$ cat config.mk
export PLATFORM = sky130hd
export DESIGN_NAME = adc_temp_sampler_flat
export DESIGN_NICKNAME = d
export VERILOG_FILES = /design/src/rtl/adc_temp_sampler_if.sv /design/src/rtl/adc_temp_sampler.sv /design/src/flat_wrapper.sv
export SDC_FILE = /design/constraint.sdc
export NUM_CORES = 1
export LEC_CHECK = 0
export BUFFER_PORTS_ARGS = -buffer_cell sky130_fd_sc_hd__buf_4
export CAP_MARGIN = 20
export CORE_ASPECT_RATIO = 1.75
export CORE_MARGIN = 2
export CORE_UTILIZATION = 35
export CTS_BUF_LIST = sky130_fd_sc_hd__clkbuf_4 sky130_fd_sc_hd__clkbuf_8 sky130_fd_sc_hd__clkbuf_16
export CTS_CLUSTER_SIZE = 10
export DETAILED_ROUTE_END_ITERATION = 8
export PLACE_DENSITY = 0.57
export SKIP_CTS_REPAIR_TIMING = 1
export SYNTH_ARGS = -nofsm -noshare
export SYNTH_HDL_FRONTEND = slang
export SYNTH_SLANG_ARGS = --single-unit
$ cat constraint.sdc
create_clock -name pll_clk -period 4.2 [get_ports pll_clk]
set_input_delay 0.42 -clock pll_clk [delete_from_list [all_inputs] [get_ports pll_clk]]
set_output_delay 0.42 -clock pll_clk [all_outputs]
set_load 0.01 [all_outputs]
$ cat src/rtl/adc_temp_sampler_if.sv
// ADC hard-block handshake plus the averaged result bus toward the display path.
interface adc_temp_sampler_if;
  logic        adc_eoc;
  logic [11:0] adc_dout;
  logic        adc_soc;
  logic [4:0]  adc_chsel;
  logic        adc_tsen;
  logic [11:0] sample;
  logic        sample_valid;
  logic [11:0] avg;
  logic        avg_valid;
  logic        timeout_err;

  // Sequencer side: drives the ADC controls and the results.
  modport master (
    input  adc_eoc, adc_dout,
    output adc_soc, adc_chsel, adc_tsen,
    output sample, sample_valid, avg, avg_valid, timeout_err
  );

  // ADC / consumer side.
  modport slave (
    output adc_eoc, adc_dout,
    input  adc_soc, adc_chsel, adc_tsen,
    input  sample, sample_valid, avg, avg_valid, timeout_err
  );
endinterface

$ cat src/rtl/adc_temp_sampler.sv
// Temperature-sensor conversion sequencer with box-car averaging of 2^AVG_LOG2 samples.
module adc_temp_sampler #(
  parameter logic [4:0]  CHSEL    = 5'd17,
  parameter int unsigned AVG_LOG2 = 4,
  parameter int unsigned SETTLE   = 1000,
  parameter int unsigned INTERVAL = 50000,
  parameter int unsigned TIMEOUT  = 4096
) (
  input  logic                pll_clk,
  input  logic                rst_n,
  input  logic                enable,
  adc_temp_sampler_if.master  bus
);

  localparam int unsigned DATA_W  = 12;
  localparam int unsigned ACC_W   = DATA_W + AVG_LOG2;
  localparam int unsigned NS_W    = AVG_LOG2;
  localparam int unsigned MAX_A   = (SETTLE > INTERVAL) ? SETTLE : INTERVAL;
  localparam int unsigned CNT_MAX = (MAX_A > TIMEOUT) ? MAX_A : TIMEOUT;
  localparam int unsigned CNT_W   = $clog2(CNT_MAX + 1);

  typedef enum logic [2:0] {
    S_IDLE,
    S_SETTLE,
    S_GAP,
    S_CONV,
    S_CAPTURE
  } state_t;

  state_t            state;
  logic [CNT_W-1:0]  cnt;
  logic [ACC_W-1:0]  acc;
  logic [NS_W-1:0]   nsamp;
  logic              stop;
  logic              enable_q;
  logic [2:0]        eoc_sync;
  logic              eoc_edge;
  logic              stopping;
  logic [ACC_W-1:0]  sum;

  // Channel select is a constant, valid even during reset.
  assign bus.adc_chsel = CHSEL;

  assign eoc_edge = eoc_sync[1] & ~eoc_sync[2];
  assign stopping = stop | ~enable;
  assign sum      = acc + ACC_W'(bus.adc_dout);

  // Bring adc_eoc into the pll_clk domain; third flop supplies the edge reference.
  always_ff @(posedge pll_clk or negedge rst_n) begin
    if (!rst_n) begin
      eoc_sync <= '0;
    end else begin
      eoc_sync <= {eoc_sync[1:0], bus.adc_eoc};
    end
  end

  // Sequencer FSM with registered ADC controls, capture and averaging.
  always_ff @(posedge pll_clk or negedge rst_n) begin
    if (!rst_n) begin
      state            <= S_IDLE;
      cnt              <= '0;
      acc              <= '0;
      nsamp            <= '0;
      stop             <= 1'b0;
      enable_q         <= 1'b0;
      bus.adc_soc      <= 1'b0;
      bus.adc_tsen     <= 1'b0;
      bus.sample       <= '0;
      bus.sample_valid <= 1'b0;
      bus.avg          <= '0;
      bus.avg_valid    <= 1'b0;
      bus.timeout_err  <= 1'b0;
    end else begin
      bus.sample_valid <= 1'b0;
      bus.avg_valid    <= 1'b0;
      enable_q         <= enable;
      if (enable && !enable_q) begin
        bus.timeout_err <= 1'b0;
      end

      case (state)
        S_IDLE: begin
          bus.adc_soc  <= 1'b0;
          bus.adc_tsen <= 1'b0;
          acc          <= '0;
          nsamp        <= '0;
          cnt          <= '0;
          stop         <= 1'b0;
          if (enable) begin
            bus.adc_tsen <= 1'b1;
            state        <= S_SETTLE;
          end
        end

        S_SETTLE: begin
          if (!enable) begin
            bus.adc_tsen <= 1'b0;
            state        <= S_IDLE;
          end else if (cnt == CNT_W'(SETTLE - 1)) begin
            cnt         <= '0;
            bus.adc_soc <= 1'b1;
            state       <= S_CONV;
          end else begin
            cnt <= cnt + CNT_W'(1);
          end
        end

        S_GAP: begin
          if (!enable) begin
            bus.adc_tsen <= 1'b0;
            state        <= S_IDLE;
          end else if (cnt == CNT_W'(INTERVAL - 1)) begin
            cnt         <= '0;
            bus.adc_soc <= 1'b1;
            state       <= S_CONV;
          end else begin
            cnt <= cnt + CNT_W'(1);
          end
        end

        S_CONV: begin
          if (!enable) begin
            stop <= 1'b1;
          end
          // A capture on the final timeout cycle takes priority over the error.
          if (eoc_edge) begin
            bus.adc_soc      <= 1'b0;
            bus.sample       <= bus.adc_dout;
            bus.sample_valid <= 1'b1;
            cnt              <= '0;
            if (!stopping) begin
              if (nsamp == '1) begin
                bus.avg       <= sum[ACC_W-1:AVG_LOG2];
                bus.avg_valid <= 1'b1;
                acc           <= '0;
                nsamp         <= '0;
              end else begin
                acc   <= sum;
                nsamp <= nsamp + NS_W'(1);
              end
            end
            state <= S_CAPTURE;
          end else if (cnt == CNT_W'(TIMEOUT - 1)) begin
            bus.adc_soc     <= 1'b0;
            bus.timeout_err <= 1'b1;
            cnt             <= '0;
            if (stopping) begin
              bus.adc_tsen <= 1'b0;
              state        <= S_IDLE;
            end else begin
              state <= S_GAP;
            end
          end else begin
            cnt <= cnt + CNT_W'(1);
          end
        end

        S_CAPTURE: begin
          cnt <= '0;
          if (stopping) begin
            bus.adc_tsen <= 1'b0;
            state        <= S_IDLE;
          end else begin
            state <= S_GAP;
          end
        end

        default: begin
          bus.adc_soc  <= 1'b0;
          bus.adc_tsen <= 1'b0;
          state        <= S_IDLE;
        end
      endcase
    end
  end

endmodule
$ cat src/flat_wrapper.sv
// flat-port wrapper written by rule: the top's interface ports become plain ports
module adc_temp_sampler_flat 
#(
  parameter logic [4:0]  CHSEL    = 5'd17,
  parameter int unsigned AVG_LOG2 = 4,
  parameter int unsigned SETTLE   = 1000,
  parameter int unsigned INTERVAL = 50000,
  parameter int unsigned TIMEOUT  = 4096
)
  (pll_clk, rst_n, enable, bus_adc_eoc, bus_adc_dout, bus_adc_soc, bus_adc_chsel, bus_adc_tsen, bus_sample, bus_sample_valid, bus_avg, bus_avg_valid, bus_timeout_err);
  adc_temp_sampler_if bus_i ();
  input  logic pll_clk;
  input  logic rst_n;
  input  logic enable;
  input wire logic [$bits(bus_i.adc_eoc)-1:0] bus_adc_eoc;
  input wire logic [$bits(bus_i.adc_dout)-1:0] bus_adc_dout;
  output wire logic [$bits(bus_i.adc_soc)-1:0] bus_adc_soc;
  output wire logic [$bits(bus_i.adc_chsel)-1:0] bus_adc_chsel;
  output wire logic [$bits(bus_i.adc_tsen)-1:0] bus_adc_tsen;
  output wire logic [$bits(bus_i.sample)-1:0] bus_sample;
  output wire logic [$bits(bus_i.sample_valid)-1:0] bus_sample_valid;
  output wire logic [$bits(bus_i.avg)-1:0] bus_avg;
  output wire logic [$bits(bus_i.avg_valid)-1:0] bus_avg_valid;
  output wire logic [$bits(bus_i.timeout_err)-1:0] bus_timeout_err;
  assign bus_i.adc_eoc = bus_adc_eoc;
  assign bus_i.adc_dout = bus_adc_dout;
  assign bus_adc_soc = bus_i.adc_soc;
  assign bus_adc_chsel = bus_i.adc_chsel;
  assign bus_adc_tsen = bus_i.adc_tsen;
  assign bus_sample = bus_i.sample;
  assign bus_sample_valid = bus_i.sample_valid;
  assign bus_avg = bus_i.avg;
  assign bus_avg_valid = bus_i.avg_valid;
  assign bus_timeout_err = bus_i.timeout_err;
  adc_temp_sampler #(.CHSEL(CHSEL), .AVG_LOG2(AVG_LOG2), .SETTLE(SETTLE), .INTERVAL(INTERVAL), .TIMEOUT(TIMEOUT)) u_core (.pll_clk(pll_clk), .rst_n(rst_n), .enable(enable), .bus(bus_i));
endmodule
==> results by group <==
Route
  – Vias: 3,106
  – Wirelength per Cell: 15.9 um
  – Antenna Nets Post-Route: 0
  – WL final: 9.05 mm
  – DRT iter0 DRCs: 149
  – Vias per cell: 5.47
  – Drc violations: 0
  – First-pass DRT Iterations: 5

Pwr
  – Sw frac: 31.2%
  – Static leakage: 2.13 nW
  – Clock Power Share: 36.6%
  – Worst VDD drop: 0.285 mV
  – Internal power: 1.69 mW
  – Sequential power share: 37.8%
  – Net switching power: 0.767 mW
  – Pwr Density: 525 nW/um2
  – Comb pwr share: 25.6%

GRT
  – Vias in the first global route: 3,113
  – Gr usage total: 16.2%
  – First-pass GRT wire length: 15.5 mm
  – Initial antenna violation count: 0
  – GRT overflow: 0
  – Largest net degree at the start of global routing: 74

Clocking
  – H-tree depth: 3
  – CTS tree: yes
  – Maximum clock path buffer count: 2
  – TritonCTS buffer count: 9
  – Clock Sinks: 73
  – Clock transition at the registers of the reported paths: 0.06 ns
  – Root Buffer Master: clkbuf_16
  – Clock latency on the worst-skew pair: 0.34 ns

Die
  – Die Y: 144 um
  – Die area: 12,000 um2
  – Row cnt: 51
  – IO Count: 50
  – Initial Utilization: 35.5%
  – Core ar.: 11,000 um2
  – DIE WIDTH: 83.8 um

Final layout
  – Nets@finish: 462
  – ANT cells: 0
  – Finished Layout Cells: 568
  – Layout cells sized above 1: 21.1%
  – P&R area growth vs syn: 20.2%
  – Fillers: 1,069

Placed design
  – RD Place Congestion: 0.931
  – Input/output buffers: 44
  – DP HPWL: 6.58 mm
  – Worst slack at placement: 1.61 ns
  – Cell Count Post-Placement: 552

STA
  – Tcrit/Tclk final: 59.8%
  – Fin worst setup slack: 1.69 ns
  – Minimum hold slack: 0.189 ns
  – Final min period: 2.51 ns
  – Tightest Pin Transition: 0.925 ns
  – Final Skew: 0.0119 ns
  – Setup Viol. Count Final: 0
  – Setup TNS: 0 ns
  – Max_slew headroom: 38.3%
  – Final Max Tran Viols: 0
  – RSZ-0062 raised after global routing: no
  – Peak Freq: 0.398 GHz
  – Final Hold Vio Count: 0

Run
  – MaxCap Viol Count: 0

Worst setup path
  – CP Max Fanout: 16
  – Critical Path End Type: flip-flop
  – Worst EP required: 4.42 ns
  – Worst reg2reg startpoint: u_core.state[2]$_DFFE_PN0P_
  – Setup crit end: u_core.bus.avg[0]$_DFFE_PN0P_
  – Crit start category: flip-flop
  – Worst flop-to-flop path endpoint: u_core.bus.avg[0]$_DFFE_PN0P_
  – R2R setup slack: 1.69 ns
  – Critical Path Start: u_core.state[2]$_DFFE_PN0P_
  – Worst path arrival time: 2.73 ns
  – Worst reg-to-reg path cell count: 5
  – Max incr delay on CP: 0.53 ns
  – CP max-delay cell: dfrtp_1
  – WS Path Type: reg -> reg
  – Critical path, cell by cell: nand3b_1, or4_1, or2_2, inv_2, mux2_2

Synth
  – EDFF count, synth: 0
  – Post-synth top flop: dfrtp_1
  – Register bit count reported by yosys: 73
  – Cell variety after synth: 61
  – Mapped Avg Cell Area: 10.1 um2
  – Asr flop ratio synth: 100%
  – Synthesized instance count: 386
  – Synthesized area: 3900 um2
  – Sequential area share after synthesis: 46.9%
  – YS warnings: 0

Hold path
  – Hold Crit Class: in -> reg

Status
  – Outcome: finished clean
==> power groups by stage <==
stage	Sequential, mW	Clock [mW]	Combinational (mW)
2_1_floorplan	0.941	0	0.398
4_1_cts	0.929	0.925	0.638
6_report	0.929	0.900	0.629
5_1_grt	0.952	0.956	0.700
3_5_place_dp	0.942	0	0.636
3_3_place_gp	0.937	0	0.628
==> layout by cell type, fill, tap and decap left out, types with 3 or more instances in the layout <==
master	Yosys	layout
dfrtp_1	73	73
buf_4	5	46
xnor2_1	9	9
nor4_1	3	3
nor2_1	19	19
o21ai_0	30	30
or3_1	4	4
a41oi_1	3	3
and2_1	3	3
bufinv_16	0	3
a21oi_1	26	26
o31ai_1	3	3
a21o_1	4	4
a31o_2	3	3
nand2_1	38	38
nor3b_1	4	4
a211oi_1	4	4
nand4_1	9	9
ha_1	14	14
a22o_1	8	8
conb_1	2	5
or2_2	3	3
and3_1	4	4
nand3_1	9	9
mux2_2	17	17
a31oi_1	14	14
xor2_1	5	5
clkbuf_16	0	9
inv_1	12	12
nand2b_1	8	8
==> worst min path at each step <==
| stage | startpoint | endpoint | slack, ns | cells after the start |
|---|---|---|---|---|
| floorplan | rst_n | u_core.acc[0]$_DFFE_PN0P_ | 0.12 | 0 |
| global placement | u_core.eoc_sync[0]$_DFF_PN0_ | u_core.eoc_sync[1]$_DFF_PN0_ | 0.34 | 0 |
| detailed placement | u_core.eoc_sync[0]$_DFF_PN0_ | u_core.eoc_sync[1]$_DFF_PN0_ | 0.34 | 0 |
| CTS | bus_adc_eoc | u_core.eoc_sync[0]$_DFF_PN0_ | 0.17 | 1 |
| global route | bus_adc_eoc | u_core.eoc_sync[0]$_DFF_PN0_ | 0.18 | 1 |
| finish | bus_adc_eoc | u_core.eoc_sync[0]$_DFF_PN0_ | 0.19 | 1 |
==> synth_stat cells (3+ instances only) <==
master / number / area share, %
dfrtp_1: 73 / 47
nand2_1: 38 / 3.7
o21ai_0: 30 / 3.9
a21oi_1: 26 / 3.3
nor2_1: 19 / 1.8
mux2_2: 17 / 4.9
a31oi_1: 14 / 2.2
ha_1: 14 / 4.5
inv_1: 12 / 1.2
nand3_1: 9 / 1.2
nand4_1: 9 / 1.4
xnor2_1: 9 / 2.0
a22o_1: 8 / 1.8
clkbuf_1: 8 / 0.77
nand2b_1: 8 / 1.3
buf_4: 5 / 0.96
xor2_1: 5 / 1.1
a211oi_1: 4 / 0.77
a21o_1: 4 / 0.77
and3_1: 4 / 0.64
nor3b_1: 4 / 0.77
or3_1: 4 / 0.64
a31o_2: 3 / 0.67
a41oi_1: 3 / 0.67
and2_1: 3 / 0.48
nor4_1: 3 / 0.48
o31ai_1: 3 / 0.58
or2_2: 3 / 0.48
==> cells by family after synthesis <==
kind of cell | count (synthesis) | synth area share, %
multiplexers | 18 | 5.17
AND/OR/NAND/NOR | 121 | 16.7
XOR/XNOR | 14 | 3.15
AO/OA/AOI/OAI | 114 | 19.2
adder cells (fa/ha/maj) | 15 | 5.01
flip-flops | 73 | 46.9
buffers and inverters | 29 | 3.69
other | 2 | 0.193
==> state kept, by name, summed over array words and instances (netlist names) <==
signal / cells
u_core.acc: 16
u_core.cnt: 16
u_core.bus.avg: 12
u_core.bus.sample: 12
u_core.nsamp: 4
u_core.eoc_sync: 3
u_core.state: 3
u_core.bus.adc_soc: 1
u_core.bus.adc_tsen: 1
u_core.bus.avg_valid: 1
u_core.bus.sample_valid: 1
u_core.bus.timeout_err: 1
u_core.enable_q: 1
u_core.stop: 1
==> metal layers <==
layer	part of all wire, %	track usage, %	up-vias	routed length (um)
li1	-	-	1508	-
met1	39	18.4	1497	3560
met2	55	29.4	90	4960
met3	4.5	3.79	11	410
met4	1.3	6.20	0	119
met5	0	0	-	0
==> cell type report <==
type / instances / area, um2 / area share (%)
Multi-Input combinational cell: 287 / 1940 / 41.3
Sequential cell: 73 / 1830 / 39.0
Clock buffer: 9 / 225 / 4.81
Tap cell: 132 / 165 / 3.53
Clock inverter: 7 / 125 / 2.67
Inverter: 13 / 48.8 / 1.04
Timing Repair Buffer: 47 / 357 / 7.61
==> worst max-delay path, delay by kind of cell (launching register included) <==
kind                   cells  cell delay (ns)
buffers and inverters      1             0.21
flip-flops                 1             0.53
multiplexers               1             0.36
AND/OR/NAND/NOR            3             1.30
==> through the flow <==
stage | instance area [um2] | util, % | total power, mW
3_3_place_gp | 4320 | 39.4 | 1.56
4_1_cts | 4680 | 42.7 | 2.49
3_5_place_dp | 4330 | 39.5 | 1.58
5_1_grt | 4680 | 42.7 | 2.61
2_1_floorplan | 3910 | - | 1.34
6_report | 4680 | 42.7 | 2.46
Note: power is estimated with default switching activity, not from simulation.
